`src/rtl/adam_obi_arbiter.sv`:
```
// adam_obi_arbiter
// Two-requester OBI arbiter (0 = instruction port, 1 = data port) feeding a
// single OBI master toward the AXI-Lite bridge. Round-robin address phase
// with OBI no-retract locking, an in-order ID FIFO to return responses to
// the right requester, and a pause handshake that drains in-flight traffic.
//
// Ports
//   clk_i, rst_i             clock, synchronous active-high reset
//   pause_req_i/pause_ack_o  pause handshake (ack high only once drained)
//   s_req_i/s_gnt_o          per-requester address-phase handshake
//   s_addr_i/s_we_i/s_be_i/s_wdata_i  per-requester request attributes
//   s_rvalid_o/s_rready_i/s_rdata_o   per-requester response phase
//   m_req_o/m_gnt_i          shared address phase
//   m_addr_o/m_we_o/m_be_o/m_wdata_o  muxed request attributes
//   m_rvalid_i/m_rready_o/m_rdata_i   shared response phase
module adam_obi_arbiter #(
  parameter  int ADDR_WIDTH      = 32,
  parameter  int DATA_WIDTH      = 32,
  parameter  int MAX_OUTSTANDING = 2,
  localparam int STRB_WIDTH      = DATA_WIDTH / 8
) (
  input  logic                                 clk_i,
  input  logic                                 rst_i,
  input  logic                                 pause_req_i,
  output logic                                 pause_ack_o,
  input  logic [1:0]                           s_req_i,
  output logic [1:0]                           s_gnt_o,
  input  logic [1:0][ADDR_WIDTH-1:0]           s_addr_i,
  input  logic [1:0]                           s_we_i,
  input  logic [1:0][STRB_WIDTH-1:0]           s_be_i,
  input  logic [1:0][DATA_WIDTH-1:0]           s_wdata_i,
  output logic [1:0]                           s_rvalid_o,
  input  logic [1:0]                           s_rready_i,
  output logic [1:0][DATA_WIDTH-1:0]           s_rdata_o,
  output logic                                 m_req_o,
  input  logic                                 m_gnt_i,
  output logic [ADDR_WIDTH-1:0]                m_addr_o,
  output logic                                 m_we_o,
  output logic [STRB_WIDTH-1:0]                m_be_o,
  output logic [DATA_WIDTH-1:0]                m_wdata_o,
  input  logic                                 m_rvalid_i,
  output logic                                 m_rready_o,
  input  logic [DATA_WIDTH-1:0]                m_rdata_i
);

  localparam int PTR_W = (MAX_OUTSTANDING > 1) ? $clog2(MAX_OUTSTANDING) : 1;
  localparam int CNT_W = $clog2(MAX_OUTSTANDING + 1);

  typedef enum logic [1:0] {RUN, DRAIN, PAUSED} state_e;

  state_e                     state_q;
  logic                       prio_q, lock_q, lock_idx_q, post_rst_q;
  logic [CNT_W-1:0]           count_q, count_d;
  logic [PTR_W-1:0]           wr_ptr_q, rd_ptr_q;
  logic [MAX_OUTSTANDING-1:0] fifo_q;
  logic                       sel, issue_ok, hs, empty, head, pop, lock_d;

  function automatic logic [PTR_W-1:0] ptr_inc(input logic [PTR_W-1:0] p);
    return (p == PTR_W'(MAX_OUTSTANDING - 1)) ? '0 : p + PTR_W'(1);
  endfunction

  always_comb begin
    // A stalled request keeps its slot until granted, so sel must not move.
    if (lock_q)          sel = lock_idx_q;
    else if (&s_req_i)   sel = prio_q;
    else                 sel = s_req_i[1];
    issue_ok = (count_q < CNT_W'(MAX_OUTSTANDING)) && (state_q == RUN);
    // Once presented, a request cannot be withdrawn by pause or a full FIFO.
    m_req_o  = s_req_i[sel] && (lock_q || issue_ok);
    hs       = m_req_o && m_gnt_i;
    s_gnt_o      = '0;
    s_gnt_o[sel] = hs;
    m_addr_o  = s_addr_i[sel];
    m_we_o    = s_we_i[sel];
    m_be_o    = s_be_i[sel];
    m_wdata_o = s_wdata_i[sel];

    empty      = (count_q == '0);
    head       = fifo_q[rd_ptr_q];
    // With nothing outstanding, stray responses are sunk rather than stalled.
    m_rready_o = empty ? 1'b1 : s_rready_i[head];
    s_rvalid_o = '0;
    s_rdata_o  = '0;
    if (!empty) begin
      s_rvalid_o[head] = m_rvalid_i;
      s_rdata_o[head]  = m_rdata_i;
    end
    pop = m_rvalid_i && m_rready_o && !empty;

    count_d = count_q;
    if (hs && !pop)      count_d = count_q + CNT_W'(1);
    else if (!hs && pop) count_d = count_q - CNT_W'(1);
    lock_d = lock_q;
    if (hs)           lock_d = 1'b0;
    else if (m_req_o) lock_d = 1'b1;
  end

  always_ff @(posedge clk_i) begin
    post_rst_q <= rst_i;
    if (rst_i) begin
      state_q     <= RUN;
      pause_ack_o <= 1'b0;
      prio_q      <= 1'b0;
      lock_q      <= 1'b0;
      lock_idx_q  <= 1'b0;
      count_q     <= '0;
      wr_ptr_q    <= '0;
      rd_ptr_q    <= '0;
      fifo_q      <= '0;
    end else begin
      count_q    <= count_d;
      lock_q     <= lock_d;
      lock_idx_q <= sel;  // only consulted while locked, when sel already equals it
      if (hs) begin
        prio_q           <= ~sel;
        fifo_q[wr_ptr_q] <= sel;
        wr_ptr_q         <= ptr_inc(wr_ptr_q);
      end
      if (pop) rd_ptr_q <= ptr_inc(rd_ptr_q);
      // Drained test uses next-state so ack rises right after the last response.
      case (state_q)
        RUN:    if (pause_req_i) state_q <= DRAIN;
        DRAIN:
          if (!pause_req_i) state_q <= RUN;
          else if (count_d == '0 && !lock_d) begin
            state_q     <= PAUSED;
            pause_ack_o <= 1'b1;
          end
        PAUSED:
          if (!pause_req_i) begin
            state_q     <= RUN;
            pause_ack_o <= 1'b0;
          end
        default: state_q <= RUN;
      endcase
    end
  end

  // Responses straggling in right after reset belong to discarded traffic.
  always_ff @(posedge clk_i) begin
    if (!rst_i && !post_rst_q)
      assert (!(m_rvalid_i && empty))
        else $error("adam_obi_arbiter: response with no outstanding transaction");
  end

endmodule
```
`config.mk`:
```
export PLATFORM = sky130hd
export DESIGN_NAME = adam_obi_arbiter
export DESIGN_NICKNAME = d
export VERILOG_FILES = /design/src/rtl/adam_obi_arbiter.sv
export SDC_FILE = /design/constraint.sdc
export NUM_CORES = 1
export LEC_CHECK = 0
export ABC_CLOCK_PERIOD_IN_PS = 2040
export CORE_AREA = 2 2 125 127
export CTS_BUF_LIST = sky130_fd_sc_hd__clkbuf_8
export CTS_CLUSTER_DIAMETER = 40
export CTS_CLUSTER_SIZE = 16
export DETAILED_ROUTE_END_ITERATION = 8
export DIE_AREA = 0 0 127 129
export HOLD_SLACK_MARGIN = 0.15
export PLACE_DENSITY = 0.53
export SYNTH_ARGS = -nofsm -noshare
export SYNTH_HDL_FRONTEND = slang
export SYNTH_SLANG_ARGS = --single-unit
```
`constraint.sdc`:
```
create_clock -name clk_i -period 2.04 [get_ports clk_i]
set_input_delay 0.408 -clock clk_i [delete_from_list [all_inputs] [get_ports clk_i]]
set_output_delay 0.408 -clock clk_i [all_outputs]
set_load 0.005 [all_outputs]
```
Word level (Yosys, flattened, before mapping)
Cells that the tools add are included.
Storage, ports and cells
  output and inout port bits: 140
  word-level logic and storage cells: 98
  flip-flop bits (word level): 12
Operators by class
  mux-type cells: 43
  $lt $le $gt $ge: 8
  bitwise operators: 4
  eq/ne operators: 7
  reductions and logical operators: 23
  add/subtract/negate cells: 4
Operators with widths (count)
  $mux 32: 5
  $and 64x64->64: 1
  $mux 64: 1
  $demux 32 s1: 1
  $mux 1: 21
  $mux 2: 7
  $logic_and 1x1->1: 11
  $lt 1x2->1 const B: 4
  $mux 4: 2
  $ne 2x2->1 const B: 4
  $logic_not 2->1: 3
  $pmux 2 s3: 1
  $and 2x2->2: 2
  $logic_not 1->1: 4
  $reduce_and 4->1: 1
  $demux 1 s1: 3
  $ge 1x1->1 const B: 3
  $ne 3x3->1 const B: 1
  $reduce_and 3->1: 1
  $add 1x1->1 const B: 2
  $add 2x1->2 const B: 1
  $bwmux 2: 1
  $eq 2x1->1 const B: 1
  $eq 2x2->1 const B: 1
  other kinds (7): 7

Logic depth before layout (Yosys ltp)
  depth after elaboration: 16
  gate-level depth with buffers: 8
  gate-level depth less buffers: 7

Worst setup path before layout
OpenSTA, ideal clock, no wires.
  kind: input port to output port
  from: input s_req_i[0]
  to: output m_wdata_o[23]
  stages on the path: 7
  data required time: 1.632 ns
  buffers on the path: 2
  setup slack: 0.237 ns
  arrival time: 1.395 ns
  path through: inv_1 > o21ai_0 > o21a_1 > clkbuf_1 > clkbuf_1 > nand2_1 > nand2_1
Between the ends
  cells in the longest elaborated chain, start to end: 5
Ends and longest elaborated chain
  from (decl): RTL line 26  | input logic [1:0] s_req_i,
  $reduce_and 2->1: RTL line 65  | else if (&s_req_i) sel = prio_q;
  $mux 1: RTL line 65
  $mux 1: RTL line 64  | if (lock_q) sel = lock_idx_q;
  $mux 32 (implied by the code) (2 in a row): RTL line 76  | m_wdata_o = s_wdata_i[sel];
  to (decl): RTL line 40  | output logic [DATA_WIDTH-1:0] m_wdata_o,
Every way passes these cells. The select of a mux whose other input is x is not followed.

Worst setup path in the final report
  from: register prio_q
  to: output m_wdata_o[20]
Between the ends
  cells in the longest elaborated chain, start to end: 4
Ends and longest elaborated chain
  from (decl): RTL line 52  | logic prio_q, lock_q, lock_idx_q, post_rst_q;
  from (signal assigned): RTL line 115  | prio_q <= ~sel;
  $mux 1: RTL line 65
  $mux 1: RTL line 64
  $mux 32 (implied by the code) (2 in a row): RTL line 76
Every way passes these cells. The select of a mux whose other input is x is not followed.

==> impl_metrics.tcl <==
set metrics [dict create \
    critPathArrivalTime_ns 1.64 \
    finalPower_mw 4.94 \
    rsz0062_at_grt "yes" \
    routed_wl_um 13700 \
    critPathKind "register to output port" \
    grt_antenna_before_repair 0 \
    gp_congestion 0.941 \
    root_buffer "clkbuf_8" \
    die-area_um2 16400 \
    ys_async_sr_fraction_pct 0 \
    fin_crit_ns 2.05 \
    n_fill_cell 1572 \
    die_w_um 127 \
    setup_viol 1 \
    drive_above_1_share_pct 25.9 \
    clk_pin_slew_ns 0.05 \
    vias 4005 \
    grt_usage_pct 15.3 \
    clk_latency_ns 0.24 \
    r2r_setup_slack_ns 0.09 \
    outcome "finished with violations" \
    dpl-instance-area_um2 5660 \
    grt_pass1_wl_um 20200 \
    critPathMaxFanout 7 \
    synth-simple-area-share_pct 70.0 \
    antenna_left 0 \
    portBuffers 318 \
    core_um2 15000 \
    grt_pass1_vias 4069 \
    endpoint_kind "output port" \
    start_kind "register" \
    finalClockSkew_ns 0.00229 \
    drtPass1Iterations 6 \
    clock.fmax_ghz 0.488 \
    grt_overflow 0 \
    avgSynthCellArea_um2 4.87 \
    max_slew.worst_pin.slew_ns 0.253 \
    ir_drop_uv 394 \
    fin_nets 965 \
    io_pins 319 \
    setup_ws_ns -0.00857 \
    synth_nets 591 \
    yosysWarnings 0 \
    yosysSeqAreaShare_pct 12.0 \
    period_share_pct 100 \
    cts_buffer_depth 2 \
    dp_hpwl_um 10300 \
    cts_buffers 3 \
    synth_cell_types 31 \
    drt_first_iter_violations 70 \
    synthXorXnorAreaFrac_pct 1.31 \
    layout_commonest_cell "nand2_1" \
    synth.area.mux_share_pct 3.38 \
    grt_max_degree 35 \
    drv_slew 0 \
    placedCellCount 924 \
    timing.hold.ws_ns 0.496 \
    wl_met2_um 7560 \
    wl_per_cell_um 14.0 \
    cts_tree "yes" \
    cellPowerDensity_nw_per_um2 807 \
    cellLeakagePower_nw 3.18 \
    drcViolationCount 0 \
    stdcell_count 972 \
    required_ns 1.63 \
    antenna_cells 0 \
    met1Wirelength_um 4550 \
    drv_cap 0 \
    final-hold-violation-count 0 \
    synth-compound-area-share_pct 6.32 \
    synth_top_family_by_area "simple AND/OR/NAND/NOR gates" \
    highest_layer "met4" \
    violations "setup timing" \
    std_cell_rows 45 \
    synth-edff-count 0 \
    final_util_pct 40.9 \
    synthAdderAreaFrac_pct 0.625 \
    slew_headroom_pct 83.0 \
    postCtsHoldBufs 0 \
    area_delta_synth_final_pct 206 \
    ys_seq_elements 12 \
    htree_num_levels 1 \
    ys.flop_type "dfxtp_1" \
    layout_common_cells "nand2_1 (192), clkdlybuf4s50_1 (177), nor2_1 (72)" \
    wl_met3_um 1280 \
    start_util_pct 13.4 \
    hp-class "register to register" \
    final_area_um2 6120 \
    synthCells 411 \
    die-height_um 129 \
    cts.sinks 12 \
    syn_area_um2 2000 \
    vias_per_cell 4.12 \
]
-- cell usage after synthesis, types with 3 or more instances --
master | number | area [µm²]
clkbuf_1 | 25 | 93.8
o21ai_0 | 5 | 25.0
dfxtp_1 | 12 | 240
nand2_1 | 212 | 796
a21o_1 | 3 | 22.5
inv_1 | 6 | 22.5
nor2_1 | 79 | 297
mux2i_1 | 3 | 30.0
nand2b_1 | 37 | 231
-- through the flow --
| step | setup WS [ns] | TNS [ns] |
|---|---|---|
| global route | -0.0706 | -0.823 |
| CTS | -0.0198 | -0.0603 |
| detailed placement | -0.799 | -53.40 |
| finish | -0.00857 | -0.00857 |
| floorplan | 0.237 | 0 |
| global placement | -0.774 | -51.14 |
-- logic make-up after synthesis --
group	Yosys count
and+or+nand+nor	339
buffers and inverters	33
AOI/OAI and AO/OA	18
DFF	12
muxes	5
xor gates and xnor gates	3
adders and majority gates	1
-- routing by layer --
layer,GRT usage [%],up-vias
li1,-,2012
met1,14.5,1763
met2,32.3,214
met3,4.16,16
met4,3.62,0
met5,0,-
-- area by class of cell --
cell class                 instances  area, µm²  share of cell area [%]
clock buffer                       4       55.1                   0.899
inverter                           6       22.5                   0.368
multi-input combinational        367       1820                    29.7
sequential                        12        249                    4.07
tap                              188        235                    3.84
timing repair buffer             395       3740                    61.1
-- registers in the layout, summed over array words and instances (netlist names) --
| register | flops |
|---|---|
| count_q | 2 |
| fifo_q | 2 |
| state_q | 2 |
| lock_idx_q | 1 |
| lock_q | 1 |
| pause_ack_o | 1 |
| prio_q | 1 |
| rd_ptr_q | 1 |
| wr_ptr_q | 1 |
-- where the power goes --
group	internal (mW)	total, mW	leakage (nW)	switching, mW
logic	2.50	4.32	3.05	1.82
registers	0.304	0.363	0.100	0.0593
clock network	0.170	0.257	0.0288	0.0869
total	2.97	4.94	3.18	1.97
-- path summary, 6_finish.rpt --
check | from | to | cells after the start
max | prio_q | m_wdata_o[20] | 10
min | prio_q | prio_q | 2
max reg2reg | state_q[1] | state_q[1] | 8
min reg2reg | prio_q | prio_q | 2
-- repair_timing --
action                                  in CTS  in global routing
gates cloned                                 9                  0
resized for setup                          357                 70
pin swaps                                   20                 15
endpoints found under the setup margin     142                 89
setup buffers                               31                  6
-- worst max-delay path, stage by stage (launching register included) --
cell and delay, ns:
dfxtp_2 0.32, o21ai_2 0.13, buf_4 0.14, o21ai_4 0.05, buf_12 0.15, buf_8 0.13
buf_16 0.13, buf_12 0.12, nand2_1 0.05, nand2_1 0.05, buf_2 0.12
Note: power is estimated with default switching activity, not from simulation.
